<file path="src/rtl/cache_fill_ctrl_if.sv">
// Bundle of cache-side request/response and memory-port signals for cache_fill_ctrl.
// master = the fill controller, slave = the cache arrays and main memory.
interface cache_fill_ctrl_if #(
    parameter int unsigned ADDR_WIDTH = 16
);
    logic                  miss_detected;
    logic [ADDR_WIDTH-1:0] miss_addr;
    logic                  wr_req;
    logic [ADDR_WIDTH-1:0] wr_addr;
    logic [15:0]           wr_data;
    logic                  wr_ack;
    logic                  fsm_busy;
    logic                  fill_done;
    logic                  write_data_array;
    logic                  write_tag_array;
    logic [ADDR_WIDTH-1:0] fill_word_addr;
    logic [15:0]           fill_data;
    logic [ADDR_WIDTH-1:0] mem_addr;
    logic                  mem_en;
    logic                  mem_wr;
    logic [15:0]           mem_wdata;
    logic [15:0]           mem_rdata;

    modport master (
        input  miss_detected, miss_addr, wr_req, wr_addr, wr_data, mem_rdata,
        output wr_ack, fsm_busy, fill_done, write_data_array, write_tag_array,
               fill_word_addr, fill_data, mem_addr, mem_en, mem_wr, mem_wdata
    );

    modport slave (
        output miss_detected, miss_addr, wr_req, wr_addr, wr_data, mem_rdata,
        input  wr_ack, fsm_busy, fill_done, write_data_array, write_tag_array,
               fill_word_addr, fill_data, mem_addr, mem_en, mem_wr, mem_wdata
    );
endinterface

</file>
<file path="src/rtl/cache_fill_ctrl.sv">
// Block-fill / write-through controller owning the single memory port.
// Define FILL_CRITICAL_FIRST_EN to start fills at the missing word and wrap.
module cache_fill_ctrl #(
    parameter int unsigned ADDR_WIDTH  = 16,
    parameter int unsigned BLOCK_WORDS = 8
) (
    input logic             clk,
    input logic             rst,
    cache_fill_ctrl_if.master bus
);
    localparam int unsigned CntW  = $clog2(BLOCK_WORDS);
    localparam int unsigned OffW  = CntW + 1;
    localparam int unsigned BaseW = ADDR_WIDTH - OffW;
    localparam logic [CntW-1:0] LastIdx = CntW'(BLOCK_WORDS - 1);

    localparam logic [1:0] StIdle  = 2'd0;
    localparam logic [1:0] StFill  = 2'd1;
    localparam logic [1:0] StWrite = 2'd2;

    logic [1:0]            state_q, state_d;
    logic [CntW-1:0]       cnt_q, cnt_d;
    logic [CntW-1:0]       done_q, done_d;
    logic [BaseW-1:0]      base_q, base_d;
    logic [ADDR_WIDTH-1:1] wr_addr_q, wr_addr_d;
    logic [15:0]           wr_data_q, wr_data_d;
    logic [CntW-1:0]       start_cnt;
    logic                  last_word;
    logic [ADDR_WIDTH-1:0] fill_addr;
    logic                  unused_bits;

`ifdef FILL_CRITICAL_FIRST_EN
    assign start_cnt   = bus.miss_addr[OffW-1:1];
    assign unused_bits = ^{bus.wr_addr[0], bus.miss_addr[0]};
`else
    assign start_cnt   = '0;
    assign unused_bits = ^{bus.wr_addr[0], bus.miss_addr[OffW-1:0]};
`endif

    // Completion follows the done-count, not cnt, so wrapped fills still take 8 words.
    assign last_word = (state_q == StFill) && (done_q == LastIdx);
    assign fill_addr = {base_q, cnt_q, 1'b0};

    always_comb begin
        state_d   = state_q;
        cnt_d     = cnt_q;
        done_d    = done_q;
        base_d    = base_q;
        wr_addr_d = wr_addr_q;
        wr_data_d = wr_data_q;
        case (state_q)
            StIdle: begin
                if (bus.wr_req) begin
                    wr_addr_d = bus.wr_addr[ADDR_WIDTH-1:1];
                    wr_data_d = bus.wr_data;
                    state_d   = StWrite;
                end else if (bus.miss_detected) begin
                    base_d  = bus.miss_addr[ADDR_WIDTH-1:OffW];
                    cnt_d   = start_cnt;
                    done_d  = '0;
                    state_d = StFill;
                end
            end
            StFill: begin
                cnt_d  = cnt_q + CntW'(1);
                done_d = done_q + CntW'(1);
                if (last_word) state_d = StIdle;
            end
            StWrite: state_d = StIdle;
            default: state_d = StIdle;
        endcase
    end

    always_ff @(posedge clk or negedge rst) begin
        if (!rst) begin
            state_q   <= StIdle;
            cnt_q     <= '0;
            done_q    <= '0;
            base_q    <= '0;
            wr_addr_q <= '0;
            wr_data_q <= '0;
        end else begin
            state_q   <= state_d;
            cnt_q     <= cnt_d;
            done_q    <= done_d;
            base_q    <= base_d;
            wr_addr_q <= wr_addr_d;
            wr_data_q <= wr_data_d;
        end
    end

    always_comb begin
        bus.wr_ack           = 1'b0;
        bus.fsm_busy         = 1'b0;
        bus.fill_done        = 1'b0;
        bus.write_data_array = 1'b0;
        bus.write_tag_array  = 1'b0;
        bus.fill_word_addr   = '0;
        bus.fill_data        = '0;
        bus.mem_addr         = '0;
        bus.mem_en           = 1'b0;
        bus.mem_wr           = 1'b0;
        bus.mem_wdata        = '0;
        case (state_q)
            StFill: begin
                bus.fsm_busy         = 1'b1;
                bus.mem_en           = 1'b1;
                bus.mem_addr         = fill_addr;
                bus.write_data_array = 1'b1;
                bus.fill_word_addr   = fill_addr;
                bus.fill_data        = bus.mem_rdata;
                bus.write_tag_array  = last_word;
                bus.fill_done        = last_word;
            end
            StWrite: begin
                bus.fsm_busy  = 1'b1;
                bus.mem_en    = 1'b1;
                bus.mem_wr    = 1'b1;
                bus.mem_addr  = {wr_addr_q, 1'b0};
                bus.mem_wdata = wr_data_q;
                bus.wr_ack    = 1'b1;
            end
            default: ;
        endcase
    end
endmodule
</file>
<file path="src/flat_wrapper.sv">
// flat-port wrapper written by rule: the top's interface ports become plain ports
module cache_fill_ctrl_flat 
#(
    parameter int unsigned ADDR_WIDTH  = 16,
    parameter int unsigned BLOCK_WORDS = 8
)
  (clk, rst, bus_miss_detected, bus_miss_addr, bus_wr_req, bus_wr_addr, bus_wr_data, bus_mem_rdata, bus_wr_ack, bus_fsm_busy, bus_fill_done, bus_write_data_array, bus_write_tag_array, bus_fill_word_addr, bus_fill_data, bus_mem_addr, bus_mem_en, bus_mem_wr, bus_mem_wdata);
  cache_fill_ctrl_if #(.ADDR_WIDTH(ADDR_WIDTH)) bus_i ();
  input logic clk;
  input logic rst;
  input wire logic [$bits(bus_i.miss_detected)-1:0] bus_miss_detected;
  input wire logic [$bits(bus_i.miss_addr)-1:0] bus_miss_addr;
  input wire logic [$bits(bus_i.wr_req)-1:0] bus_wr_req;
  input wire logic [$bits(bus_i.wr_addr)-1:0] bus_wr_addr;
  input wire logic [$bits(bus_i.wr_data)-1:0] bus_wr_data;
  input wire logic [$bits(bus_i.mem_rdata)-1:0] bus_mem_rdata;
  output wire logic [$bits(bus_i.wr_ack)-1:0] bus_wr_ack;
  output wire logic [$bits(bus_i.fsm_busy)-1:0] bus_fsm_busy;
  output wire logic [$bits(bus_i.fill_done)-1:0] bus_fill_done;
  output wire logic [$bits(bus_i.write_data_array)-1:0] bus_write_data_array;
  output wire logic [$bits(bus_i.write_tag_array)-1:0] bus_write_tag_array;
  output wire logic [$bits(bus_i.fill_word_addr)-1:0] bus_fill_word_addr;
  output wire logic [$bits(bus_i.fill_data)-1:0] bus_fill_data;
  output wire logic [$bits(bus_i.mem_addr)-1:0] bus_mem_addr;
  output wire logic [$bits(bus_i.mem_en)-1:0] bus_mem_en;
  output wire logic [$bits(bus_i.mem_wr)-1:0] bus_mem_wr;
  output wire logic [$bits(bus_i.mem_wdata)-1:0] bus_mem_wdata;
  assign bus_i.miss_detected = bus_miss_detected;
  assign bus_i.miss_addr = bus_miss_addr;
  assign bus_i.wr_req = bus_wr_req;
  assign bus_i.wr_addr = bus_wr_addr;
  assign bus_i.wr_data = bus_wr_data;
  assign bus_i.mem_rdata = bus_mem_rdata;
  assign bus_wr_ack = bus_i.wr_ack;
  assign bus_fsm_busy = bus_i.fsm_busy;
  assign bus_fill_done = bus_i.fill_done;
  assign bus_write_data_array = bus_i.write_data_array;
  assign bus_write_tag_array = bus_i.write_tag_array;
  assign bus_fill_word_addr = bus_i.fill_word_addr;
  assign bus_fill_data = bus_i.fill_data;
  assign bus_mem_addr = bus_i.mem_addr;
  assign bus_mem_en = bus_i.mem_en;
  assign bus_mem_wr = bus_i.mem_wr;
  assign bus_mem_wdata = bus_i.mem_wdata;
  cache_fill_ctrl #(.ADDR_WIDTH(ADDR_WIDTH), .BLOCK_WORDS(BLOCK_WORDS)) u_core (.clk(clk), .rst(rst), .bus(bus_i));
endmodule
</file>
<file path="config.mk">
export PLATFORM = sky130hd
export DESIGN_NAME = cache_fill_ctrl_flat
export DESIGN_NICKNAME = d
export VERILOG_FILES = /design/src/rtl/cache_fill_ctrl_if.sv /design/src/rtl/cache_fill_ctrl.sv /design/src/flat_wrapper.sv
export SDC_FILE = /design/constraint.sdc
export NUM_CORES = 1
export LEC_CHECK = 0
export CORE_MARGIN = 1
export CORE_UTILIZATION = 35
export CTS_CLUSTER_SIZE = 25
export DETAILED_ROUTE_END_ITERATION = 7
export PLACE_DENSITY = 0.73
export SYNTH_ARGS = -nofsm -noshare
export SYNTH_HDL_FRONTEND = slang
export SYNTH_SLANG_ARGS = --single-unit
</file>
<file path="constraint.sdc">
create_clock -name clk -period 2.03 [get_ports clk]
set_clock_uncertainty 0.1 [all_clocks]
set_input_delay 0.406 -clock clk [delete_from_list [all_inputs] [get_ports clk]]
set_output_delay 0.406 -clock clk [all_outputs]
set_load 0.01 [all_outputs]
</file>
[After elaboration in Yosys (flattened, before gate mapping)]
Cells that the tools add are included.
Word-level totals
  flip-flop bits (word level): 51
  output and inout port bits: 71
  word-level logic and storage cells: 40
Operators by class
  add/subtract/negate cells: 2
  equal/unequal tests: 7
  mux-type cells: 16
  bitwise logic cells: 1
  reduce and logical (&&, ||, !) cells: 8
Operators with widths (number)
  $mux W16: 3
  $pmux W16 S2: 1
  $pmux W3 S2: 2
  $add A3 B1 Y3 const B: 2
  $mux W2: 3
  $mux W3: 2
  $reduce_and A3 Y1: 2
  $mux W1: 4
  $ne A2 B2 Y1 const B: 2
  $pmux W2 S2: 1
  $reduce_and A2 Y1: 2
  $eq A3 B3 Y1 const B: 1
  $ne A3 B3 Y1 const B: 1
  $eq A2 B1 Y1 const B: 1
  $eq A2 B2 Y1 const B: 1
  $logic_not A2 Y1: 1
  $ne A2 B1 Y1 const B: 1
  $reduce_bool A2 Y1: 1
  $reduce_or A2 Y1: 1
  $logic_and A1 B1 Y1: 1
  $not A1 Y1: 1

[Longest topological paths before layout]
  depth in word-level cells: 4
  depth in mapped cells: 6
  gate-level depth less buffers: 5

[Worst setup path after synthesis]
OpenSTA, ideal clock, no wires.
  path type: flip-flop to output port
  start: reg u_core.state_q[0]
  end: out bus_mem_addr[10]
  arrival time: 1.389 ns
  required time: 1.524 ns
  setup slack: 0.135 ns
  cell stages (with the launch flop): 6
  buffers on the path: 1
  cells stage by stage: dfrtp_1 > inv_1 > ha_1 > clkbuf_1 > a21oi_1 > nor2b_1
Between the ends
  cells in the longest elaborated chain, start to end: 2
  elaborated cells on any way between the ends: 3
  classes of those cells: eq/ne (2); mux (1)
Ends and longest elaborated chain
  start, declared: RTL line cache_fill_ctrl.sv:20  | logic [1:0] state_q, state_d;
  start signal, assigned: RTL line cache_fill_ctrl.sv:75  | state_q <= StIdle;
  start signal, assigned: RTL line cache_fill_ctrl.sv:82  | state_q <= state_d;
  $eq A2 B2 Y1 / $eq A2 B1 Y1 (equally long branches): RTL line cache_fill_ctrl.sv:103  | case (state_q)
  $pmux W16 S2 (*): RTL line cache_fill_ctrl.sv:103
  end, declared: RTL line flat_wrapper.sv:24  | output wire logic [$bits(bus_i.mem_addr)-1:0] bus_mem_addr;
Mark *: on every way between the ends. The rest lies on a longest branch, timed or not.

[Worst setup path after layout]
  start: reg u_core.state_q[0]
  end: out bus_mem_addr[3]
Same word-level chain as after synthesis.

==> summary.md <==
| Metric | Value |
|---|---|
| Leading area contributor after synthesis | dfrtp_1 |
| Die width | ~90 um |
| Routability Congestion | around 0.7 |
| Tcrit/Tclk final | 105% |
| WL per Instance | about 15 um |
| Buffers & Inverters on Critical Path | 3 |
| Number of global-route vias before repair | between 2,000 and 2,500 |
| Synth top area cells | dfrtp_1, mux2_2, and2_1 |
| Hold WC Path Type | flip-flop to flip-flop |
| Ordered list of cells on the worst path | buf_6 -> ha_4 -> buf_8 -> and2_4 -> a21oi_2 -> nor2b_1 -> buf_2 |
| Final ANT Viol Nets | 0 |
| WHS | a little over 0.4 ns |
| Ys async rst share | between 90% and 100% |
| Final WS setup | -0.104 ns |
| # setup viols final | 36 |
| Leakage | between 2 and 2.5 nW |
| Max_cap viols | 0 |
| Int Power | 4.13 mW |
| Worst vdd ir | around 0.85 mV |
| Logic pwr share | 59.6% |
| Seq/Total Area, Yosys | 49.3% |
| Post-route insts no fill | approximately 480 |
| Critical path's slowest cell | dfrtp_1 |
| FF-to-FF path depth | 7 |
| Power, Total | just over 6 mW |
| Cell Area, Synth | around 2600 um^2 |
| N_diodes | 0 |
| Cells after synthesis | 221 |
| Combinational family with the most area after synthesis | multiplexers |
| HPWL Detailed | slightly below 5000 um |
| P&R area growth vs syn | 75.9% |
| Crit Path Category | flip-flop to output pin |
| Root Driver | clkbuf_8 |
| Post-synthesis mux area share | 19.6% |
| Post-route setup TNS | -1.92 ns |
| Mean post-synth cell area | ~12 um^2 |
| CTS Buf Count | 5 |
| Initial drt markers | 72 |
| Total number of vias | 2,163 |
| Die area | slightly below 8000 um^2 |
| IO Port Bufs | 131 |
| H-tree Lvls | 2 |
| Clk sinks | 51 |
| First-pass GRT wire length | about 11,000 um |
| Top cells by count, synth | dfrtp_1, and2_1, mux2_2, a21oi_1, nor2b_1 |
| Worst-Skew Late Latency | 0.30 ns |
| Starting Density | approximately 37% |
| Failing checks | negative setup slack |
| Fillcell total | 573 |
| Placement Cell Area | about 4200 um^2 |
| Row count | 30 |
| Total track usage | 19.7% |
| Outcome | finished, violations left |
| Critical Path Stages | 7 |
| XOR/XNOR Fraction of Synth Area | 0% |
| Core ar. | 6980 um^2 |
| Hold Vio Cnt, Final | 0 |
| Yosys top cell area share | roughly half |
| Crit path time final | roughly 2.1 ns |
| Main synth FF type | dfrtp_1 |
| Pre-antenna DRT Iters | 4 |
| Pins Over Slew Limit | 0 |
| Yosys reg bits | a little over 50 |
| Most frequent cell after synthesis | dfrtp_1 |
| CTS tree | built |
| Longest individual stage delay on the worst path | 0.42 ns |
| Crit path max-delay family | flip-flops |
| Clock power frac | between 10% and 20% |
| Crit. End Element | output pin |
| GRT overflow | 0 |
| Fin area | between 4000 and 5000 um^2 |
| Die height | a little under 90 um |
| Largest net degree at the start of global routing | 52 |
| FMAX | about 0.47 GHz |
| Synth unique cells | 23 |
| CP Data Required Time | around 1.5 ns |
| Hold Path Depth | 1 |
| Pwr/cell area | about 1400 nW/um^2 |
| Vias per cell | between 4 and 5 |
| Clk slew on worst S/H paths | ~0.090 ns |
| DRC | 0 |
| CP max FO | 8 |
| EDFF count, synth | 0 |
| Max Root-Sink Buffers | 2 |
| RSZ-0062 raised after global routing | yes |
| Area share of fa/ha/maj cells after synthesis | between 3 and 4% |
| Switching power | approximately 2.1 mW |
| Switching part of the total | 33.7% |
| Worst Path Arrival | roughly 1.6 ns |
| Placed Cells incl. Taps | 462 |
| Io pins | between 100 and 150 |
| Synth Area in Compound Gates | about 6.1% |
| Ratio of cells with drive above 1 in the final layout | 54.7% |
| Syn. warnings | 0 |
| Final Net Count | about 460 |
| Critical path startpoint category | flip-flop |
| Seq pwr share | around 29% |
| Post-synthesis simple-gate area fraction | between 10% and 20% |
| WL final | 7290 um |
| Initial antenna violation count | 0 |
==> per-stage QoR <==
stage / utilization, % / setup WS, ns
floorplan: - / 0.135
global placement: 60.8 / -0.154
detailed placement: 60.8 / -0.220
CTS: 63.1 / -0.124
global route: 65.1 / -0.180
finish: 65.1 / -0.104
==> cells by family (layout without fill, tap and decap cells) <==
logic type	Yosys count	in the layout
multiplexers	45	45
buffers and inverters	19	179
AND/OR/NAND/NOR	71	71
adder cells (fa/ha/maj)	8	8
AO/OA/AOI/OAI	26	26
other	1	2
flip-flops	51	51
==> worst paths after layout <==
path / slack, ns / from / end
setup / recovery: -0.10 / u_core.state_q[0] / bus_mem_addr[3]
setup reg to reg: 0.33 / u_core.state_q[1] / u_core.cnt_q[2]
min in group asynchronous: 0.51 / rst / u_core.wr_data_q[8]
hold / removal: 0.40 / u_core.wr_data_q[13] / u_core.wr_data_q[13]
hold reg to reg: 0.40 / u_core.wr_data_q[13] / u_core.wr_data_q[13]
max in group asynchronous: 1.07 / rst / u_core.wr_addr_q[7]
==> metal layers <==
| layer | track usage, % | part of all wire, % | vias up |
|---|---|---|---|
| met1 | 24.1 | 42 | 1047 |
| li1 | - | - | 1054 |
| met4 | 4.02 | 0.47 | 0 |
| met5 | 0 | 0 | - |
| met3 | 3.68 | 4.3 | 4 |
| met2 | 36.1 | 53 | 58 |
==> layout by cell type, fill, tap and decap left out, types with 2 or more instances in the layout <==
master           netlist  routed
buf_8                  0       2
a21oi_2                0      15
ha_1                   8       3
inv_2                  0       2
clkbuf_8               0       6
a22o_1                 3       3
buf_6                  0      49
clkdlybuf4s50_1        0      61
mux2_2                45      45
buf_4                  7       6
o21ai_0                2       2
buf_12                 0       7
nand2_1                2       2
nor2b_1               16      16
and2_4                 0      30
buf_2                  3      33
ha_4                   0       4
nand2b_1               2       2
clkbuf_2               0       6
dfrtp_1               51      51
and2_1                48      18
conb_1                 1       2
==> final cells by class <==
| type | count | area [um^2] | area share [%] |
|---|---|---|---|
| repair buffers | 168 | 1630 | 35.8 |
| clock inverters | 2 | 35.0 | 0.770 |
| flip-flops and latches | 51 | 1280 | 28.1 |
| clock buffers | 6 | 82.6 | 1.82 |
| well taps | 96 | 120 | 2.64 |
| inverters | 3 | 11.3 | 0.248 |
| multi-input cells | 152 | 1400 | 30.7 |
==> state kept, by name, indices dropped and copies added (netlist names) <==
name              flops
u_core.wr_data_q     16
u_core.wr_addr_q     15
u_core.base_q        12
u_core.cnt_q          3
u_core.done_q         3
u_core.state_q        2
==> power by group through the flow <==
stage | logic, mW | clock network [mW] | registers, mW
finish | 3.71 | 0.731 | 1.79
global route | 4.00 | 0.797 | 1.85
CTS | 3.41 | 0.756 | 1.77
detailed placement | 3.32 | 0 | 1.75
global placement | 3.26 | 0 | 1.72
floorplan | 1.67 | 0 | 1.68
==> repair_timing <==
item                                    CTS  global route
endpoints found under the setup margin   69            67
hold buffers                              1             0
setup buffers                             8             0
endpoints found under the hold margin    40             0
gates resized for setup                 327            52
gates cloned                              0             1
pin swaps                                 1            25
Power figures use the tool's default switching activity.
